File: src/rtl/jtmx5k_snd_pkg.sv
// Shared widths, gain codes and saturation limits for the jtmx5k sound output stage.
package jtmx5k_snd_pkg;

    localparam logic [1:0] GAIN_HALF = 2'd0;
    localparam logic [1:0] GAIN_ONE  = 2'd1;
    localparam logic [1:0] GAIN_ONE5 = 2'd2;
    localparam logic [1:0] GAIN_TWO  = 2'd3;

    localparam int SUM_W  = 17;
    localparam int GAIN_W = 19;
    localparam int DC_W   = 20;

    localparam logic signed [15:0] SAT_MAX = 16'sh7FFF;
    localparam logic signed [15:0] SAT_MIN = 16'sh8000;

    // Exact gain on the mono sum; right shifts floor toward minus infinity.
    function automatic logic signed [GAIN_W-1:0] apply_gain(
        input logic signed [SUM_W-1:0] sum,
        input logic [1:0]              code
    );
        logic signed [GAIN_W-1:0] s;
        s = {{(GAIN_W-SUM_W){sum[SUM_W-1]}}, sum};
        case (code)
            GAIN_HALF: apply_gain = s >>> 1;
            GAIN_ONE:  apply_gain = s;
            GAIN_ONE5: apply_gain = (s + (s <<< 1)) >>> 1;
            default:   apply_gain = s <<< 1;
        endcase
    endfunction

endpackage

File: src/rtl/jtmx5k_snd_mix_if.sv
// Sample-in / mono-out bundle between the sound CPU block and the mixer.
interface jtmx5k_snd_mix_if;

    logic               sample_in;
    logic signed [15:0] snd_left;
    logic signed [15:0] snd_right;
    logic [1:0]         fxlevel;
    logic               mute;
    logic signed [15:0] snd;
    logic               sample;
    logic               peak;

    modport master (
        output sample_in, snd_left, snd_right, fxlevel, mute,
        input  snd, sample, peak
    );

    modport slave (
        input  sample_in, snd_left, snd_right, fxlevel, mute,
        output snd, sample, peak
    );

endinterface

File: src/rtl/jtmx5k_peak_hold.sv
// Clip indicator: any clip reloads a hold counter, peak stays lit while it is non-zero.
module jtmx5k_peak_hold #(
    parameter logic [23:0] PEAK_HOLD = 24'd12_000_000
) (
    input  logic clk,
    input  logic rst,
    input  logic clip,
    output logic peak
);

    logic [23:0] cnt;

    always_ff @(posedge clk) begin
        if (rst) begin
            cnt <= '0;
        end else if (clip) begin
            cnt <= PEAK_HOLD;
        end else if (cnt != '0) begin
            cnt <= cnt - 24'd1;
        end
    end

    assign peak = (cnt != '0);

endmodule

File: src/rtl/jtmx5k_snd_mix.sv
// Stereo-to-mono mixer: edge capture, gain, DC blocker, 16-bit saturation and peak LED.
module jtmx5k_snd_mix
    import jtmx5k_snd_pkg::*;
#(
    parameter logic [23:0] PEAK_HOLD = 24'd12_000_000,
    parameter int          DC_SHIFT  = 8,
    parameter bit          DC_EN     = 1'b1
) (
    input  logic               clk,
    input  logic               rst,
    jtmx5k_snd_mix_if.slave    bus
);

    localparam logic signed [DC_W-1:0] Y_MAX = {{(DC_W-16){SAT_MAX[15]}}, SAT_MAX};
    localparam logic signed [DC_W-1:0] Y_MIN = {{(DC_W-16){SAT_MIN[15]}}, SAT_MIN};

    logic                     sample_in_d;
    logic                     v0, v1, v2, v3;
    logic signed [SUM_W-1:0]  sum;
    logic signed [GAIN_W-1:0] gained;
    logic signed [DC_W-1:0]   x, x_prev, y, y_n;
    logic signed [15:0]       sat;
    logic                     clip;

    assign v0 = bus.sample_in & ~sample_in_d;

    always_comb begin
        x = {{(DC_W-GAIN_W){gained[GAIN_W-1]}}, gained};
        if (DC_EN) begin
            y_n = x - x_prev + y - (y >>> DC_SHIFT);
        end else begin
            y_n = x;
        end
    end

    always_comb begin
        clip = 1'b0;
        sat  = y[15:0];
        if (y > Y_MAX) begin
            sat  = SAT_MAX;
            clip = 1'b1;
        end else if (y < Y_MIN) begin
            sat  = SAT_MIN;
            clip = 1'b1;
        end
    end

    // y is both the DC-blocker state and the S3 pipeline register.
    always_ff @(posedge clk) begin
        if (rst) begin
            sample_in_d <= 1'b0;
            v1          <= 1'b0;
            v2          <= 1'b0;
            v3          <= 1'b0;
            sum         <= '0;
            gained      <= '0;
            x_prev      <= '0;
            y           <= '0;
            bus.snd     <= '0;
            bus.sample  <= 1'b0;
        end else begin
            sample_in_d <= bus.sample_in;
            v1          <= v0;
            v2          <= v1;
            v3          <= v2;
            bus.sample  <= v3;
            if (v0) begin
                sum <= {bus.snd_left[15], bus.snd_left} + {bus.snd_right[15], bus.snd_right};
            end
            if (v1) begin
                gained <= apply_gain(sum, bus.fxlevel);
            end
            if (v2) begin
                x_prev <= x;
                y      <= y_n;
            end
            if (v3) begin
                bus.snd <= bus.mute ? '0 : sat;
            end
        end
    end

    jtmx5k_peak_hold #(
        .PEAK_HOLD (PEAK_HOLD)
    ) u_peak (
        .clk  (clk),
        .rst  (rst),
        .clip (v3 & clip),
        .peak (bus.peak)
    );

endmodule
File: src/flat_wrapper.sv
// flat-port wrapper written by rule: the top's interface ports become plain ports
module jtmx5k_snd_mix_flat import jtmx5k_snd_pkg::*;
#(
    parameter logic [23:0] PEAK_HOLD = 24'd12_000_000,
    parameter int          DC_SHIFT  = 8,
    parameter bit          DC_EN     = 1'b1
)
  (clk, rst, bus_sample_in, bus_snd_left, bus_snd_right, bus_fxlevel, bus_mute, bus_snd, bus_sample, bus_peak);
  jtmx5k_snd_mix_if bus_i ();
  input  logic clk;
  input  logic rst;
  input wire logic [$bits(bus_i.sample_in)-1:0] bus_sample_in;
  input wire logic [$bits(bus_i.snd_left)-1:0] bus_snd_left;
  input wire logic [$bits(bus_i.snd_right)-1:0] bus_snd_right;
  input wire logic [$bits(bus_i.fxlevel)-1:0] bus_fxlevel;
  input wire logic [$bits(bus_i.mute)-1:0] bus_mute;
  output wire logic [$bits(bus_i.snd)-1:0] bus_snd;
  output wire logic [$bits(bus_i.sample)-1:0] bus_sample;
  output wire logic [$bits(bus_i.peak)-1:0] bus_peak;
  assign bus_i.sample_in = bus_sample_in;
  assign bus_i.snd_left = bus_snd_left;
  assign bus_i.snd_right = bus_snd_right;
  assign bus_i.fxlevel = bus_fxlevel;
  assign bus_i.mute = bus_mute;
  assign bus_snd = bus_i.snd;
  assign bus_sample = bus_i.sample;
  assign bus_peak = bus_i.peak;
  jtmx5k_snd_mix #(.PEAK_HOLD(PEAK_HOLD), .DC_SHIFT(DC_SHIFT), .DC_EN(DC_EN)) u_core (.clk(clk), .rst(rst), .bus(bus_i));
endmodule
File: config.mk
export PLATFORM = sky130hd
export DESIGN_NAME = jtmx5k_snd_mix_flat
export DESIGN_NICKNAME = d
export VERILOG_FILES = /design/src/rtl/jtmx5k_snd_pkg.sv /design/src/rtl/jtmx5k_snd_mix_if.sv /design/src/rtl/jtmx5k_peak_hold.sv /design/src/rtl/jtmx5k_snd_mix.sv /design/src/flat_wrapper.sv
export SDC_FILE = /design/constraint.sdc
export NUM_CORES = 1
export LEC_CHECK = 0
export ABC_AREA = 1
export BUFFER_PORTS_ARGS = -buffer_cell sky130_fd_sc_hd__buf_2
export CAP_MARGIN = 20
export CELL_PAD_IN_SITES_DETAIL_PLACEMENT = 1
export CELL_PAD_IN_SITES_GLOBAL_PLACEMENT = 1
export CORE_MARGIN = 2
export CORE_UTILIZATION = 30
export DETAILED_ROUTE_END_ITERATION = 10
export GPL_ROUTABILITY_DRIVEN = 1
export PLACE_DENSITY = 0.62
export SLEW_MARGIN = 20
export SYNTH_ARGS = -nofsm -noshare
export SYNTH_HDL_FRONTEND = slang
export SYNTH_HIERARCHICAL = 1
export SYNTH_SLANG_ARGS = --single-unit
File: constraint.sdc
create_clock -name clk -period 3.2 [get_ports clk]
set_input_delay 0.64 -clock clk [delete_from_list [all_inputs] [get_ports clk]]
set_output_delay 0.64 -clock clk [all_outputs]
set_load 0.05 [all_outputs]
==> results of run 1 <==
-- registers in the layout, indices dropped and copies added (netlist names) --
register and count:
u_core/u_peak/cnt 24, u_core/y 20, u_core/gained 18, u_core/x_prev 18
u_core/sum 17, u_core/bus.snd 16, u_core/bus.sample 1, u_core/sample_in_d 1
u_core/v1 1, u_core/v2 1, u_core/v3 1
-- cell families (layout without fill, tap and decap cells) --
| family | count (synthesis) | after routing | synth area share, % |
|---|---|---|---|
| xor+xnor | 26 | 26 | 2.479 |
| other cells | 0 | 1 | 0 |
| compound gates | 282 | 282 | 17.55 |
| simple gates | 549 | 549 | 26.80 |
| buf+inv | 267 | 346 | 11.24 |
| fa+ha+maj | 95 | 95 | 16.21 |
| flops | 118 | 118 | 25.72 |
-- routing by layer --
metal	up-vias	track usage [%]	wire, microns
li1	4440	-	-
met1	4169	24.57	13590
met2	102	32.72	13630
met3	20	1.972	695
met4	0	3.794	274
met5	-	0	0
-- stage by stage --
stage | hold WS (ns) | setup TNS (ns) | std cells
after detailed placement | 0.4540 | 0 | 1779
after global routing | 0.4532 | -0.1076 | 1812
final | 0.4555 | 0 | 1813
after CTS | 0.4436 | 0 | 1810
after floorplan | 0.4217 | 0 | 1337
after global placement | 0.4388 | 0 | 1779
-- power breakdown --
part	leakage, nW	switching (W)	total [W]	internal (W)
clock network	0.281	0.000686	0.00191	0.00122
logic	3.90	0.00231	0.00365	0.00134
registers	0.969	0.000207	0.00186	0.00166
total	5.15	0.00320	0.00742	0.00422
-- cell type report --
type                    count  area [sq um]
clock buffers              23         488.0
repair buffers             85         525.5
clock inverters             8         97.59
multi-input cells         952          5898
fillers                  3827         19600
diodes                      1         2.502
flip-flops and latches    118          2377
inverters                 230         863.3
well taps                 396         495.5
-- worst max-delay path, stage by stage (launching register included) --
cell                       delay, ns
sky130_fd_sc_hd__dfxtp_2        0.32
sky130_fd_sc_hd__inv_1          0.05
sky130_fd_sc_hd__fa_1           0.51
sky130_fd_sc_hd__inv_1          0.05
sky130_fd_sc_hd__fa_1           0.43
sky130_fd_sc_hd__inv_1          0.07
sky130_fd_sc_hd__ha_2           0.17
sky130_fd_sc_hd__inv_1          0.06
sky130_fd_sc_hd__fa_2           0.38
sky130_fd_sc_hd__inv_2          0.07
sky130_fd_sc_hd__nand3_1        0.07
sky130_fd_sc_hd__nand2_2        0.11
sky130_fd_sc_hd__nand3_1        0.09
sky130_fd_sc_hd__nand2_2        0.12
sky130_fd_sc_hd__nand2_2        0.06
sky130_fd_sc_hd__nand3_1        0.07
sky130_fd_sc_hd__nand3_1        0.08
sky130_fd_sc_hd__o211ai_1       0.13
sky130_fd_sc_hd__inv_1          0.08
-- cells in the mapped netlist, types with 2 or more instances --
cell | instances | area, sq um
sky130_fd_sc_hd__clkbuf_1 | 25 | 93.84
sky130_fd_sc_hd__nand2_1 | 285 | 1070
sky130_fd_sc_hd__o21bai_1 | 5 | 37.54
sky130_fd_sc_hd__inv_2 | 11 | 41.29
sky130_fd_sc_hd__nand4_1 | 17 | 106.4
sky130_fd_sc_hd__o2111ai_1 | 2 | 17.52
sky130_fd_sc_hd__a221oi_1 | 11 | 96.34
sky130_fd_sc_hd__nor3_2 | 2 | 20.02
sky130_fd_sc_hd__o21ai_0 | 67 | 335.3
sky130_fd_sc_hd__o211ai_1 | 5 | 37.54
sky130_fd_sc_hd__nor2_4 | 6 | 67.56
sky130_fd_sc_hd__o21ai_1 | 19 | 95.09
sky130_fd_sc_hd__fa_1 | 40 | 800.8
sky130_fd_sc_hd__a21oi_1 | 138 | 690.7
sky130_fd_sc_hd__a21oi_2 | 3 | 26.28
sky130_fd_sc_hd__a21o_1 | 10 | 75.07
sky130_fd_sc_hd__buf_4 | 4 | 30.03
sky130_fd_sc_hd__and2_1 | 3 | 18.77
sky130_fd_sc_hd__clkinv_1 | 2 | 7.510
sky130_fd_sc_hd__nand3b_1 | 4 | 30.03
sky130_fd_sc_hd__nor2_2 | 15 | 93.84
sky130_fd_sc_hd__or2_2 | 3 | 18.77
sky130_fd_sc_hd__xnor2_1 | 10 | 87.58
sky130_fd_sc_hd__nand3_1 | 80 | 400.4
sky130_fd_sc_hd__a31oi_1 | 4 | 25.02
sky130_fd_sc_hd__ha_1 | 55 | 688.2
sky130_fd_sc_hd__nor2_1 | 106 | 397.9
sky130_fd_sc_hd__buf_2 | 5 | 25.02
sky130_fd_sc_hd__nand3_2 | 12 | 120.1
sky130_fd_sc_hd__o21a_1 | 4 | 30.03
sky130_fd_sc_hd__o21ai_2 | 2 | 17.52
sky130_fd_sc_hd__nand2_2 | 10 | 62.56
sky130_fd_sc_hd__nor3_1 | 3 | 15.01
sky130_fd_sc_hd__inv_1 | 217 | 814.5
sky130_fd_sc_hd__xor2_1 | 16 | 140.1
sky130_fd_sc_hd__dfxtp_1 | 118 | 2362
-- timing repair --
| action | 4_1_cts | 5_1_grt |
|---|---|---|
| pin swaps | 0 | 6 |
| hold buffers | 0 | 0 |
| buffers inserted | 0 | 2 |
| endpoints found under the setup margin | 2 | 12 |
| hold endpoints to repair | 0 | 0 |
| gates resized for setup | 3 | 37 |
-- final timing paths --
check,from,to,depth (start not counted)
setup / recovery,u_core/x_prev[0],u_core/y[10],18
hold / removal,bus_sample_in,u_core/sample_in_d,3
setup reg to reg,u_core/x_prev[0],u_core/y[10],18
hold reg to reg,u_core/bus.snd[3],u_core/bus.snd[3],2
==> flow_summary.json, run 1 <==
{
  "share_of_the_clock_period_used_by_the_worst_path_after_layout_pct": 95.33,
  "initialDrtViolationCount": 378,
  "run_status": "completed",
  "power_density_nw_per_um2": 690.7,
  "routed_via_density": 4.816,
  "cts_tree": "done",
  "timing.critical_path.fanout_max": 4,
  "reg2reg_slack_ns": 0.15,
  "leakagePower_nw": 5.153,
  "ir_worst_vdd_v": 0.0003059,
  "portBuffers": 55,
  "seq_area_frac_synth_pct": 25.72,
  "die_y_microns": 179.0,
  "synthesis.nets": 1470,
  "synth_area_per_cell_sq_um": 6.869,
  "tritoncts.num_buffers": 17,
  "setup.worst_path.start_class": "register",
  "finalNetCount": 1537,
  "synth_ff_type": "sky130_fd_sc_hd__dfxtp_1",
  "clock_latency_ns": 0.41,
  "antenna_found_initial": 0,
  "synth.distinct_cells": 54,
  "report.power.total_w": 0.007424,
  "clockRootBuffer": "sky130_fd_sc_hd__clkbuf_16",
  "clkTransAtPathRegs_ns": 0.06,
  "worst_ep_arrival_time_ns": 3.34,
  "fin_area_sq_um": 10750,
  "number_of_max_slew_violations_in_the_final_report": 0,
  "cts-root-to-sink-buffers": 2,
  "dieArea_sq_um": 32030,
  "drt_pre_antenna_iters": 4,
  "avgRoutedWirePerCell_microns": 15.55,
  "synth-edff-count": 0,
  "share_of_layout_cells_above_drive_strength_1_pct": 15.75,
  "synth_area_sq_um": 9184,
  "area_delta_synth_final_pct": 17.03,
  "detailed_place.area_sq_um": 10020,
  "worst-slew-pin-transition_ns": 0.8182,
  "top_level_ports": 56,
  "route.final.wire_length_microns": 28200,
  "layout.cells.most_common": "sky130_fd_sc_hd__nand2_1",
  "grt_pass1_vias": 9135,
  "post_synth_inst_count": 1337,
  "final_period_minus_worst_setup_slack_ns": 3.051,
  "drc_errors": 0,
  "core-area_sq_um": 30350,
  "cp.required_ns": 3.49,
  "placement.setup.worst_slack_ns": 0.008105,
  "share_of_synthesized_flip_flops_with_an_asynchronous_set_or_reset_pct": 0,
  "grt_pass1_wl_microns": 47070,
  "die_width_microns": 179.0,
  "overflow": 0,
  "worst_setup_path_end_kind": "register",
  "ys_ff_latch": 118,
  "yosys_warnings": 6,
  "clkSinkCount": 118,
  "max_cap_violations": 0,
  "timing.hold.worst.class": "primary input to register",
  "slew_headroom_pct": 45.39,
  "path_class": "register to register",
  "grt.total_usage_pct": 18.61,
  "postLayoutCoreUtil_pct": 35.41,
  "routability_congestion": 0.8384,
  "number_of_placement_rows": 64,
  "drtAntennaViolNets": 0,
  "dpl.hpwl_microns": 22330,
  "cts_max_level": 4,
  "worst_clock_skew_ns": 0.01169,
  "report.final.setup_viol": 0,
  "floorplan.initialDensity_pct": 30.26,
  "timing_hold_violations_final": 0,
  "timing.final.ws_setup_ns": 0.1495,
  "total_via_count_in_the_routed_design": 8731,
  "layout.cells.most_common_list": "sky130_fd_sc_hd__nand2_1 (283), sky130_fd_sc_hd__inv_1 (214), sky130_fd_sc_hd__a21oi_1 (133)",
  "grt_start_max_net_pins": 54,
  "fmax_mhz": 327.8
}
Note: power is estimated with default switching activity, not from simulation.
==> run 2: changes to the inputs <==
CORE_UTILIZATION = 45   (was 30)
PLACE_DENSITY = 0.85   (was 0.62)
==> flow_summary.json, run 2 (synthesized netlist as in run 1, its figures left out) <==
{
  "run_status": "completed",
  "cp.required_ns": 3.57,
  "flip_flop_count_of_the_largest_register_after_layout": 24,
  "dieArea_sq_um": 21570,
  "num-fill-cells": 2644,
  "setup.worst_path.start_class": "register",
  "worst_ep_arrival_time_ns": 3.52,
  "power_density_nw_per_um2": 722.5,
  "finalNetCount": 1531,
  "clkSinkCount": 118,
  "portBuffers": 55,
  "top_level_ports": 56,
  "die_y_microns": 146.9,
  "layout.cells.most_common_list": "sky130_fd_sc_hd__nand2_1 (282), sky130_fd_sc_hd__inv_1 (212), sky130_fd_sc_hd__a21oi_1 (135)",
  "worst-slew-pin-transition_ns": 0.9136,
  "timing_hold_violations_final": 0,
  "postLayoutCoreUtil_pct": 52.27,
  "number_of_max_slew_violations_in_the_final_report": 0,
  "path_class": "register to register",
  "timing.critical_path.fanout_max": 5,
  "number_of_placement_rows": 52,
  "ir_worst_vdd_v": 0.0003355,
  "regToRegEndpoint": "u_core/y[12]",
  "area_delta_synth_final_pct": 14.41,
  "cts-root-to-sink-buffers": 2,
  "fmax_mhz": 317.3,
  "routability_congestion": 0.9047,
  "endpoint": "u_core/y[12]",
  "clkTransAtPathRegs_ns": 0.06,
  "dpl.hpwl_microns": 21920,
  "leakagePower_nw": 5.129,
  "routed_via_density": 5.566,
  "layout.cells.most_common": "sky130_fd_sc_hd__nand2_1",
  "initialDrtViolationCount": 487,
  "core-area_sq_um": 20100,
  "slew_headroom_pct": 39.03,
  "cts_max_level": 4,
  "setup_total_negative_slack_ns": 0,
  "grt_start_max_net_pins": 54,
  "floorplan.initialDensity_pct": 45.68,
  "drtAntennaViolNets": 0,
  "drt_pre_antenna_iters": 5,
  "seq_area_sq_um": 2374,
  "detailed_place.area_sq_um": 9783,
  "fin_area_sq_um": 10510,
  "hold-path-cell-count": 3,
  "share_of_layout_cells_above_drive_strength_1_pct": 15.45,
  "clockRootBuffer": "sky130_fd_sc_hd__clkbuf_16",
  "total_via_count_in_the_routed_design": 9357,
  "max_cap_violations": 0,
  "drc_errors": 0,
  "share_of_the_clock_period_used_by_the_worst_path_after_layout_pct": 98.48,
  "tritoncts.num_buffers": 17,
  "rr_worst_depth": 12,
  "cts_tree": "done",
  "r2r_start": "u_core/y[11]",
  "n_antenna_cell": 0,
  "reg.largest.list": "u_core/u_peak/cnt: 24 flops, u_core/y: 20 flops",
  "grt_pass1_vias": 9676,
  "report.final.setup_viol": 0,
  "avgRoutedWirePerCell_microns": 18.22,
  "grt_pass1_wl_microns": 48670,
  "timing.hold.worst.class": "primary input to register",
  "rsz0062_at_grt": "yes",
  "clock_latency_ns": 0.43,
  "multi_input_comb_area_sq_um": 5868,
  "reg2reg_slack_ns": 0.05,
  "final_period_minus_worst_setup_slack_ns": 3.151,
  "regMostFlops": "u_core/u_peak/cnt",
  "grt.total_usage_pct": 28.27,
  "overflow": 0,
  "route.final.wire_length_microns": 30630,
  "final.hold.worst_slack_ns": 0.4481,
  "worst_clock_skew_ns": 0.01239,
  "antenna_found_initial": 1,
  "critPathLaunch": "u_core/y[11]",
  "die_width_microns": 146.9,
  "worst_setup_path_end_kind": "register"
}
run 2: cell count changes in the layout (fill, tap and decap cells not counted), moves of 3 or more:
cell | previous run | this run
sky130_fd_sc_hd__clkinv_4 | 0 | 3
sky130_fd_sc_hd__ha_1 | 46 | 49
sky130_fd_sc_hd__ha_4 | 4 | 1
sky130_fd_sc_hd__clkbuf_8 | 4 | 1
sky130_fd_sc_hd__inv_6 | 0 | 3
sky130_fd_sc_hd__nand3_1 | 80 | 76
sky130_fd_sc_hd__nand3_2 | 12 | 16
sky130_fd_sc_hd__buf_4 | 28 | 22
run 2: where the power goes:
part / internal, W / switching [W]
Sequential: 0.00166 / 0.000213
Clock: 0.00117 / 0.000783
Combinational: 0.00129 / 0.00248
run 2: layer usage:
metal / track usage, % / wire (microns) / share of wire (%)
met2: 48.71 / 15160 / 49
met3: 4.814 / 1448 / 4.7
met4: 13.20 / 1150 / 3.8
met1: 34.49 / 12860 / 42
met5: 0 / 8 / 0.026
run 2: final cells by class:
class,instances,share of cell area (%)
Clock buffer,18,4.180
Clock inverter,14,1.429
Inverter,230,8.216
Multi-Input combinational cell,952,55.85
Sequential cell,118,22.59
Tap cell,270,3.215
Timing Repair Buffer,79,4.525
run 2: worst max-delay path, cell delays in order (launching register included):
cell and delay, ns:
sky130_fd_sc_hd__dfxtp_2 0.39, sky130_fd_sc_hd__inv_1 0.10, sky130_fd_sc_hd__fa_1 0.51, sky130_fd_sc_hd__fa_1 0.52, sky130_fd_sc_hd__inv_1 0.06, sky130_fd_sc_hd__ha_2 0.39, sky130_fd_sc_hd__nand2_1 0.13, sky130_fd_sc_hd__nor2_1 0.30
sky130_fd_sc_hd__o21ai_0 0.23, sky130_fd_sc_hd__a31o_2 0.24, sky130_fd_sc_hd__nand3_1 0.08, sky130_fd_sc_hd__nand2_1 0.06, sky130_fd_sc_hd__inv_1 0.07
run 2: how the worst min path moves through the flow:
| stage | startpoint | to | slack (ns) |
|---|---|---|---|
| finish | bus_sample_in | u_core/sample_in_d | 0.45 |
| global route | bus_sample_in | u_core/sample_in_d | 0.47 |
| CTS | bus_sample_in | u_core/sample_in_d | 0.44 |
| global placement | u_core/u_peak/cnt[0] | u_core/u_peak/cnt[0] | 0.43 |
| floorplan | u_core/u_peak/cnt[0] | u_core/u_peak/cnt[0] | 0.42 |
| detailed placement | u_core/bus.snd[9] | u_core/bus.snd[9] | 0.46 |
run 2: timing repair:
action | in CTS | in global routing
pin swaps | 0 | 7
buffers inserted | 0 | 4
endpoints found under the setup margin | 4 | 13
gates resized for setup | 3 | 35
hold buffers | 0 | 0
run 2: per-stage QoR:
step	power, W	worst slack, ns	instances
5_1_grt	0.008134	-0.06562	1681
6_report	0.007591	0.04860	1681
3_3_place_gp	0.005203	0.1404	1644
3_5_place_dp	0.005375	0.02517	1644
2_1_floorplan	0.004486	0.2733	1337
4_1_cts	0.007425	0.007389	1676
